## src/rtl/dmem_dma_arbiter_pkg.sv

```systemverilog
// Shared widths, state/mode encodings and memory request payload for the DMEM/DMA arbiter.
package dmem_dma_arbiter_pkg;

    localparam int unsigned WIDTH     = 32;
    localparam int unsigned STARVE_W  = 8;

    typedef enum logic [1:0] {
        ST_IDLE  = 2'd0,
        ST_READ  = 2'd1,
        ST_WRITE = 2'd2,
        ST_DONE  = 2'd3
    } state_e;

    typedef enum logic {
        MODE_FILL = 1'b0,
        MODE_COPY = 1'b1
    } mode_e;

    // One access presented to the single-port data memory.
    typedef struct packed {
        logic             we;
        logic [WIDTH-1:0] addr;
        logic [WIDTH-1:0] data;
    } mem_req_t;

    // Force a byte address onto a word boundary.
    function automatic logic [WIDTH-1:0] word_align(input logic [WIDTH-1:0] a);
        return a & ~WIDTH'(3);
    endfunction

endpackage

```

## src/rtl/dmem_port_mux.sv

```systemverilog
// Combinational grant decision and memory-side mux between the CPU and the DMA engine.
module dmem_port_mux
    import dmem_dma_arbiter_pkg::*;
(
    input  logic             dma_active,
    input  logic             starve_hit,
    input  logic             cpu_memread,
    input  logic             cpu_memwrite,
    input  logic [WIDTH-1:0] cpu_addr,
    input  logic [WIDTH-1:0] cpu_wdata,
    input  mem_req_t         dma_req,
    output logic             dma_grant,
    output logic             cpu_stall,
    output mem_req_t         mem_req
);

    logic cpu_req;

    // CPU wins unless it is idle or the DMA has been starved to the limit.
    always_comb begin
        cpu_req   = cpu_memread | cpu_memwrite;
        dma_grant = dma_active & (~cpu_req | starve_hit);
        cpu_stall = cpu_req & dma_grant;
        if (dma_grant) begin
            mem_req = dma_req;
        end else begin
            mem_req.we   = cpu_memwrite;
            mem_req.addr = cpu_addr;
            mem_req.data = cpu_wdata;
        end
    end

endmodule

```

## src/rtl/dmem_dma_arbiter.sv

```systemverilog
// Data-memory port arbiter with a fill/copy DMA engine; CPU has priority with a starvation limit.
module dmem_dma_arbiter
    import dmem_dma_arbiter_pkg::*;
#(
    parameter int unsigned LEN_W      = 16,
    parameter int unsigned STARVE_MAX = 8
) (
    input  logic             clk,
    input  logic             rst_n,
    input  logic             cpu_memread,
    input  logic             cpu_memwrite,
    input  logic [WIDTH-1:0] cpu_addr,
    input  logic [WIDTH-1:0] cpu_wdata,
    output logic [WIDTH-1:0] cpu_rdata,
    output logic             cpu_stall,
    input  logic             dma_start,
    input  logic             dma_mode,
    input  logic [WIDTH-1:0] dma_src,
    input  logic [WIDTH-1:0] dma_dst,
    input  logic [LEN_W-1:0] dma_len,
    input  logic [WIDTH-1:0] dma_fill_val,
    input  logic             dma_abort,
    output logic             dma_busy,
    output logic             dma_done,
    output logic             dma_aborted,
    output logic             mem_memwrite,
    output logic [WIDTH-1:0] mem_address,
    output logic [WIDTH-1:0] mem_data_in,
    input  logic [WIDTH-1:0] mem_readdata
);

    state_e              state_q, state_d;
    mode_e               mode_q, mode_d;
    logic [WIDTH-1:0]    src_q, src_d;
    logic [WIDTH-1:0]    dst_q, dst_d;
    logic [LEN_W-1:0]    rem_q, rem_d;
    logic [WIDTH-1:0]    fill_q, fill_d;
    logic [WIDTH-1:0]    data_q, data_d;
    logic [STARVE_W-1:0] starve_q, starve_d;
    logic                busy_q, busy_d;
    logic                done_q, done_d;
    logic                aborted_q, aborted_d;

    logic     dma_active;
    logic     starve_hit;
    logic     dma_grant;
    mem_req_t dma_req;
    mem_req_t mem_req;

    // DMA-side request derived from the current engine state.
    always_comb begin
        dma_active   = (state_q == ST_READ) || (state_q == ST_WRITE);
        starve_hit   = (starve_q == STARVE_W'(STARVE_MAX));
        dma_req.we   = (state_q == ST_WRITE);
        dma_req.addr = (state_q == ST_READ) ? src_q : dst_q;
        dma_req.data = (mode_q == MODE_COPY) ? data_q : fill_q;
    end

    dmem_port_mux u_mux (
        .dma_active   (dma_active),
        .starve_hit   (starve_hit),
        .cpu_memread  (cpu_memread),
        .cpu_memwrite (cpu_memwrite),
        .cpu_addr     (cpu_addr),
        .cpu_wdata    (cpu_wdata),
        .dma_req      (dma_req),
        .dma_grant    (dma_grant),
        .cpu_stall    (cpu_stall),
        .mem_req      (mem_req)
    );

    assign mem_memwrite = mem_req.we;
    assign mem_address  = mem_req.addr;
    assign mem_data_in  = mem_req.data;
    assign cpu_rdata    = mem_readdata;
    assign dma_busy     = busy_q;
    assign dma_done     = done_q;
    assign dma_aborted  = aborted_q;

    // Next-state, address/count update and starvation tracking.
    always_comb begin
        state_d   = state_q;
        mode_d    = mode_q;
        src_d     = src_q;
        dst_d     = dst_q;
        rem_d     = rem_q;
        fill_d    = fill_q;
        data_d    = data_q;
        starve_d  = starve_q;
        aborted_d = 1'b0;

        case (state_q)
            ST_IDLE: begin
                // The count only measures contention within one transfer.
                starve_d = '0;
                if (dma_start) begin
                    mode_d = mode_e'(dma_mode);
                    src_d  = word_align(dma_src);
                    dst_d  = word_align(dma_dst);
                    rem_d  = dma_len;
                    fill_d = dma_fill_val;
                    if (dma_len == '0) begin
                        state_d = ST_DONE;
                    end else if (mode_e'(dma_mode) == MODE_COPY) begin
                        state_d = ST_READ;
                    end else begin
                        state_d = ST_WRITE;
                    end
                end
            end
            ST_READ: begin
                if (dma_grant) begin
                    data_d  = mem_readdata;
                    src_d   = src_q + WIDTH'(4);
                    state_d = ST_WRITE;
                end
            end
            ST_WRITE: begin
                if (dma_grant) begin
                    dst_d = dst_q + WIDTH'(4);
                    rem_d = rem_q - LEN_W'(1);
                    if (rem_q == LEN_W'(1)) begin
                        state_d = ST_DONE;
                    end else if (mode_q == MODE_COPY) begin
                        state_d = ST_READ;
                    end
                end
            end
            ST_DONE: begin
                state_d = ST_IDLE;
            end
            default: begin
                state_d = ST_IDLE;
            end
        endcase

        if (dma_active) begin
            starve_d = dma_grant ? '0 : starve_q + STARVE_W'(1);
            // Abort wins over normal completion; a granted access this cycle still lands.
            if (dma_abort) begin
                state_d   = ST_DONE;
                aborted_d = 1'b1;
            end
        end

        busy_d = (state_d != ST_IDLE);
        done_d = (state_d == ST_DONE);
    end

    // State and datapath registers.
    always_ff @(posedge clk or negedge rst_n) begin
        if (!rst_n) begin
            state_q   <= ST_IDLE;
            mode_q    <= MODE_FILL;
            src_q     <= '0;
            dst_q     <= '0;
            rem_q     <= '0;
            fill_q    <= '0;
            data_q    <= '0;
            starve_q  <= '0;
            busy_q    <= 1'b0;
            done_q    <= 1'b0;
            aborted_q <= 1'b0;
        end else begin
            state_q   <= state_d;
            mode_q    <= mode_d;
            src_q     <= src_d;
            dst_q     <= dst_d;
            rem_q     <= rem_d;
            fill_q    <= fill_d;
            data_q    <= data_d;
            starve_q  <= starve_d;
            busy_q    <= busy_d;
            done_q    <= done_d;
            aborted_q <= aborted_d;
        end
    end

endmodule
```

## config.mk

```make
export PLATFORM = sky130hd
export DESIGN_NAME = dmem_dma_arbiter
export DESIGN_NICKNAME = d
export VERILOG_FILES = /design/src/rtl/dmem_dma_arbiter_pkg.sv /design/src/rtl/dmem_port_mux.sv /design/src/rtl/dmem_dma_arbiter.sv
export SDC_FILE = /design/constraint.sdc
export NUM_CORES = 1
export LEC_CHECK = 0
export ABC_AREA = 1
export ABC_CLOCK_PERIOD_IN_PS = 4350
export CAP_MARGIN = 20
export CORE_ASPECT_RATIO = 0.75
export CORE_MARGIN = 4
export CORE_UTILIZATION = 49
export DETAILED_ROUTE_END_ITERATION = 10
export PLACE_DENSITY = 0.83
export SYNTH_ARGS = -nofsm -noshare
export SYNTH_HDL_FRONTEND = slang
export SYNTH_SLANG_ARGS = --single-unit
export TNS_END_PERCENT = 30
```

## constraint.sdc

```tcl
create_clock -name clk -period 4.35 [get_ports clk]
set_clock_uncertainty 0.2 [all_clocks]
set_input_delay 0.435 -clock clk [delete_from_list [all_inputs] [get_ports clk]]
set_output_delay 0.435 -clock clk [all_outputs]
set_load 0.005 [all_outputs]
```

Yosys cells after proc, flatten, opt, wreduce, memory -nomap -nowiden
Index checks and enable logic that the tools add are counted.
{"block": "classes", "n_addsub": 4, "mul": 0, "div_mod_pow": 0, "order_cmp": 0, "n_eq_ne": 9, "shift": 0, "muxes": 27, "bitwise_logic": 5, "reduce_logical": 11}
{"op": "$mux 32", "count": 6}
{"op": "$pmux 32 s2", "count": 2}
{"op": "$mux 65", "count": 1}
{"op": "$add 32x3->32 const B", "count": 2}
{"op": "$mux 16", "count": 2}
{"op": "$pmux 16 s2", "count": 1}
{"op": "$mux 8", "count": 3}
{"op": "$mux 2", "count": 9}
{"op": "$eq 16x1->1 const B", "count": 1}
{"op": "$logic_not 16->1", "count": 1}
{"op": "$sub 16x1->16 const B", "count": 1}
{"op": "$add 8x1->8 const B", "count": 1}
{"op": "$eq 8x4->1 const B", "count": 1}
{"op": "$pmux 2 s4", "count": 1}
{"op": "$reduce_bool 2->1", "count": 4}
{"op": "$eq 2x2->1 const B", "count": 3}
{"op": "$ne 2x2->1 const B", "count": 3}
{"op": "$reduce_and 3->1", "count": 2}
{"op": "$reduce_and 2->1", "count": 2}
{"op": "$and 1x1->1", "count": 2}
{"op": "$eq 2x1->1 const B", "count": 1}
{"op": "$logic_not 2->1", "count": 1}
{"op": "$mux 1", "count": 2}
{"op": "$or 1x1->1", "count": 2}
{"op": "2 further kinds", "count": 2}
{"block": "totals", "ff_bits": 158, "latch_bits": 0, "mem_bits_rw": 0, "rom_bits": 0, "inputBits": 215, "output_inout_bits": 101, "word_cells": 67, "memories": 0}

Longest topological paths before layout
{"block": "logic_depth", "depth_word": 9, "depth_mapped": 13, "mapped_depth_nobuf": 13}

Modules after synthesis
Synthesis repeated with hierarchy kept, for this count alone.
{"block": "hier_totals", "hier_cells": 1629, "hier_area_um2": 10749.1}
{"module": "dmem_dma_arbiter", "n_inst": 1, "cells_per_inst": 1407, "area_each_um2": 9788.1, "seq_area_each_um2": 3853.7}
{"module": "dmem_port_mux", "n_inst": 1, "cells_per_inst": 222, "area_each_um2": 960.9, "seq_area_each_um2": 0.0}

Least setup slack after synthesis
OpenSTA, ideal clock, no wires.
{"block": "synth_timing", "path_type": "reg2out", "from": "register state_q[1]", "to": "output port mem_address[3]", "arrival_time_ns": 1.596, "required_time_ns": 3.715, "path_slack_ns": 2.119, "path_stages_with_launch": 8, "path_buffers": 3, "path_cell_list": "dfrtp_1 -> inv_1 -> ha_1 -> buf_2 -> buf_2 -> clkbuf_1 -> nand2_1 -> a31oi_1"}
{"block": "synth_via", "elab_chain_cells": 4, "word_cells_on_any_way": 6, "cone_classes": "eq/ne: 2; mux: 2; bitwise: 1; reduce/logical: 1"}
{"element": "start: declaration", "line": "dmem_dma_arbiter.sv:32", "source": "state_e state_q, state_d;"}
{"element": "start signal: assignment", "line": "dmem_dma_arbiter.sv:165", "source": "state_q <= state_d;"}
{"element": "$eq 2x1->1 or $eq 2x2->1 (tied branches)", "line": "dmem_dma_arbiter.sv:52, dmem_dma_arbiter.sv:55"}
{"element": "$logic_or 1x1->1", "line": "dmem_dma_arbiter.sv:52", "source": "dma_active = (state_q == ST_READ) || (state_q == ST_WRITE);"}
{"element": "$and 1x1->1", "line": "dmem_port_mux.sv:22", "source": "dma_grant = dma_active & (~cpu_req | starve_hit);"}
{"element": "$mux 65 *", "line": "dmem_port_mux.sv:24", "source": "if (dma_grant) begin"}
{"element": "end: declaration", "line": "dmem_dma_arbiter.sv:27", "source": "output logic [WIDTH-1:0] mem_address,"}
Every way passes the cells marked *; elsewhere a longest branch is shown, timed or not.

Final worst setup path
{"block": "layout_timing", "from": "register state_q[0]", "to": "output port mem_data_in[30]"}
{"block": "layout_via", "elab_chain_cells": 4, "word_cells_on_any_way": 5, "cone_classes": "eq/ne: 2; mux: 1; bitwise: 1; reduce/logical: 1"}
{"element": "$eq 2x1->1 or $eq 2x2->1 (tied branches)", "line": "dmem_dma_arbiter.sv:52"}
{"element": "$logic_or 1x1->1 *", "line": "dmem_dma_arbiter.sv:52"}
{"element": "$and 1x1->1 *", "line": "dmem_port_mux.sv:22"}
{"element": "$mux 65 *", "line": "dmem_port_mux.sv:24"}
{"element": "end: declaration", "line": "dmem_dma_arbiter.sv:28", "source": "output logic [WIDTH-1:0] mem_data_in,"}
Marks and branches as above.

==> run summary <==
Distinct cells, synth: 39
relative slew slack: 39.57%
dpl cells: 1979
Fmax achieved: 274.5 MHz
synth warn: 0
Final WS setup: 0.7066 ns
die area: 0.02328 mm2
post-DP HPWL: 26290 um
finished layout cell area: 0.01391 mm2
switch share: 44.75%
Core Box Area: 0.02038 mm2
layout cells sized above 1: 7.750%
P&R area growth vs syn: 35.93%
Clock Power Share: 18.1%
crit path launch type: flop
Die H: 133.1 um
cell row count: 45
WP data required: 3.71 ns
CTS tree: built
Min-Delay Path Class: reg -> reg
Worst Path Max Fanout: 33
Tcrit/Tclk final: 83.76%
Slew Viols, Final: 0
WP buf/inv: 4
Starting DRT DRC Count: 1364
Max IR drop VDD: 0.3921 mV
RSZ-0062 raised after global routing: no
routed vias/inst: 5.439
combinational share of power: 50.2%
setup violators final: 0
Avg WL per Cell: 17.43 um
Crit path max-delay family: buffers and inverters
most numerous cell on the critical path: inv_1
most frequent cells in the layout: nand2_1, clkdlybuf4s50_1, nor2_1
Worst Tran Pin Value: 0.9065 ns
CTS Buffer Depth: 2
CTS sink cnt: 154
Switch Pwr: 0.003905 W
commonest non-fill, non-tap cell in the layout: nand2_1
Top FF cell, synth: dfrtp_1
Num CTS Buffers: 17
H-tree levels: 4
PortBufs: 311
Post-synth EDFFs: 0
Final nets: 1943
outcome: complete, no violations
register area share after synthesis: 37.66%
vias in the first global route: 10.59k
PwrDens: 627.5 mW/mm2
DP Worst Slack: 1.085 ns
die width: 174.9 um
Synth Area per Inst: 6.970 um2
slowest stage cell, crit path: clkdlybuf4s50_1
final non-filler cell total: 2012
syn nets: 1694
via count: 10.94k
CTS root buffer: clkbuf_16
register-to-register setup slack: 1.33 ns
largest net degree at the start of global routing: 83
Max Cap Viol: 0
Final ANT Viol Nets: 0
first drt pass iteration count: 9
Clock transition at path regs: 0.07 ns
first-pass GRT wire length: 54990 um
Total GRT Usage: 29.29%
total gr overflow: 0
cell area after synthesis: 0.01023 mm2
P_leak: 6.284 nW
initial antenna violation count: 3
Total Wirelength: 35080 um
Internal: 0.004822 W
post-synthesis cell count: 1468
CP max stage delay: 0.59 ns
Final Hold Vio Count: 0
GP Congestion: 0.9781
hold_ws: 0.3080 ns
min Tclk post-route: 3.643 ns
setup TNS: 0 ns
Yosys reg bits: 154
# Post-CTS Setup Buffers: 0
Sequential Power Share: 31.7%
Initial Util: 50.20%
# DRC: 0
worst skew pair latency: 0.43 ns
Fillers: 1706
CP Capture Type: output pin
worst-path cell chain: inv_1 > ha_1 > inv_1 > nor2_4 > buf_4 > nor2_1 > a31oi_1 > clkdlybuf4s50_1
asr flop ratio synth: 100.0%
IO Count: 316
critical path class: reg -> out
CP arrival: 3.01 ns
Post-DP Area: 0.01329 mm2
what timing repair did:
| action | 4_1_cts | 5_1_grt |
|---|---|---|
| hold endpoints to repair | 72 | 0 |
| setup endpoints to repair | 0 | 0 |
| hold buffers | 1 | 0 |
| resized for setup | 0 | 0 |
worst paths after layout:
path | from | endpoint | cells after the start
min in group asynchronous | rst_n | dst_q[3] | 2
max | state_q[0] | mem_data_in[30] | 8
min | fill_q[1] | fill_q[1] | 1
max in group asynchronous | rst_n | data_q[10] | 3
min reg2reg | fill_q[1] | fill_q[1] | 1
max reg2reg | starve_q[0] | src_q[12] | 12
area by class of cell:
cell class	instances	area (um2)	share of cell area, %
multi-input cells	1107	5419	38.96
flip-flops and latches	154	3854	27.71
inverters	108	405.4	2.915
clock inverters	14	185.2	1.331
diodes	1	2.502	0.01799
well taps	282	352.8	2.537
clock buffers	17	425.4	3.059
repair buffers	329	3264	23.47
sequential cells by signal (all words and copies together), names as in the netlist:
signal	cells
data_q	32
fill_q	32
dst_q	30
src_q	30
rem_q	16
starve_q	8
state_q	2
dma_aborted	1
dma_busy	1
dma_done	1
mode_q	1
Yosys cell counts, types with 2 or more instances:
cell        n  share of area [%]
nor3_2      3               0.29
buf_2      21                1.0
inv_1     105                3.9
nand3b_1    5               0.37
xor2_1      8               0.68
nand2_1   507                 19
nor3_1     25                1.2
buf_1       2              0.073
nand2_2     2               0.12
ha_1       11                1.3
o31ai_1     3               0.22
nor3b_1     3               0.22
mux2_2     64                7.0
a31oi_1    57                3.5
inv_2       2              0.073
nand3_1    85                4.2
or2_2       6               0.37
o21ai_0    74                3.6
dfrtp_1   154                 38
xnor2_1     3               0.26
nor2_4      2               0.22
a211oi_1    2               0.15
o21ai_1     5               0.24
buf_6       2               0.22
clkbuf_1   35                1.3
nor2_1    176                6.5
a21oi_1    35                1.7
o211ai_1    4               0.29
nand4_1    19                1.2
buf_4      38                2.8
a21boi_0    2               0.15
kinds of logic after synthesis:
kind of cell,share of synthesized area [%]
flops,37.66
buf+inv,9.428
fa+ha+maj,1.345
simple gates,33.65
xor+xnor,0.9416
compound gates,9.929
mux,7.043
worst register-to-register path, cell delays in order (launching register included):
cell      delay, ns
dfrtp_1        0.40
inv_1          0.10
ha_1           0.15
nand3_1        0.09
o21ai_0        0.25
nand2_1        0.34
buf_4          0.33
nand2_1        0.11
nand2_1        0.11
inv_2          0.40
buf_4          0.28
o211ai_1       0.10
o21ai_0        0.09
power by group through the flow:
stage | combinational (W) | clock, W | sequential [W]
after floorplan | 0.00296 | 0 | 0.00257
after global placement | 0.00419 | 0 | 0.00272
after detailed placement | 0.00432 | 0 | 0.00277
after CTS | 0.00436 | 0.00159 | 0.00275
after global routing | 0.00489 | 0.00166 | 0.00286
final | 0.00438 | 0.00158 | 0.00277
per-layer routing:
metal  vias up  routed length, um  GRT usage (%)
li1       5238                  -              -
met1      5113              14290          37.81
met2       524              16910          49.16
met3        65               3007          7.348
met4         4                854          8.591
met5         -                 21              0
through the flow:
| stage | util [%] | total power, W |
|---|---|---|
| 6_report | 68.24 | 0.008727 |
| 5_1_grt | 68.24 | 0.009399 |
| 4_1_cts | 68.23 | 0.008697 |
| 3_5_place_dp | 65.18 | 0.007089 |
| 3_3_place_gp | 65.18 | 0.006917 |
| 2_1_floorplan | - | 0.005531 |
No activity file was read; power rests on OpenSTA's default activity.
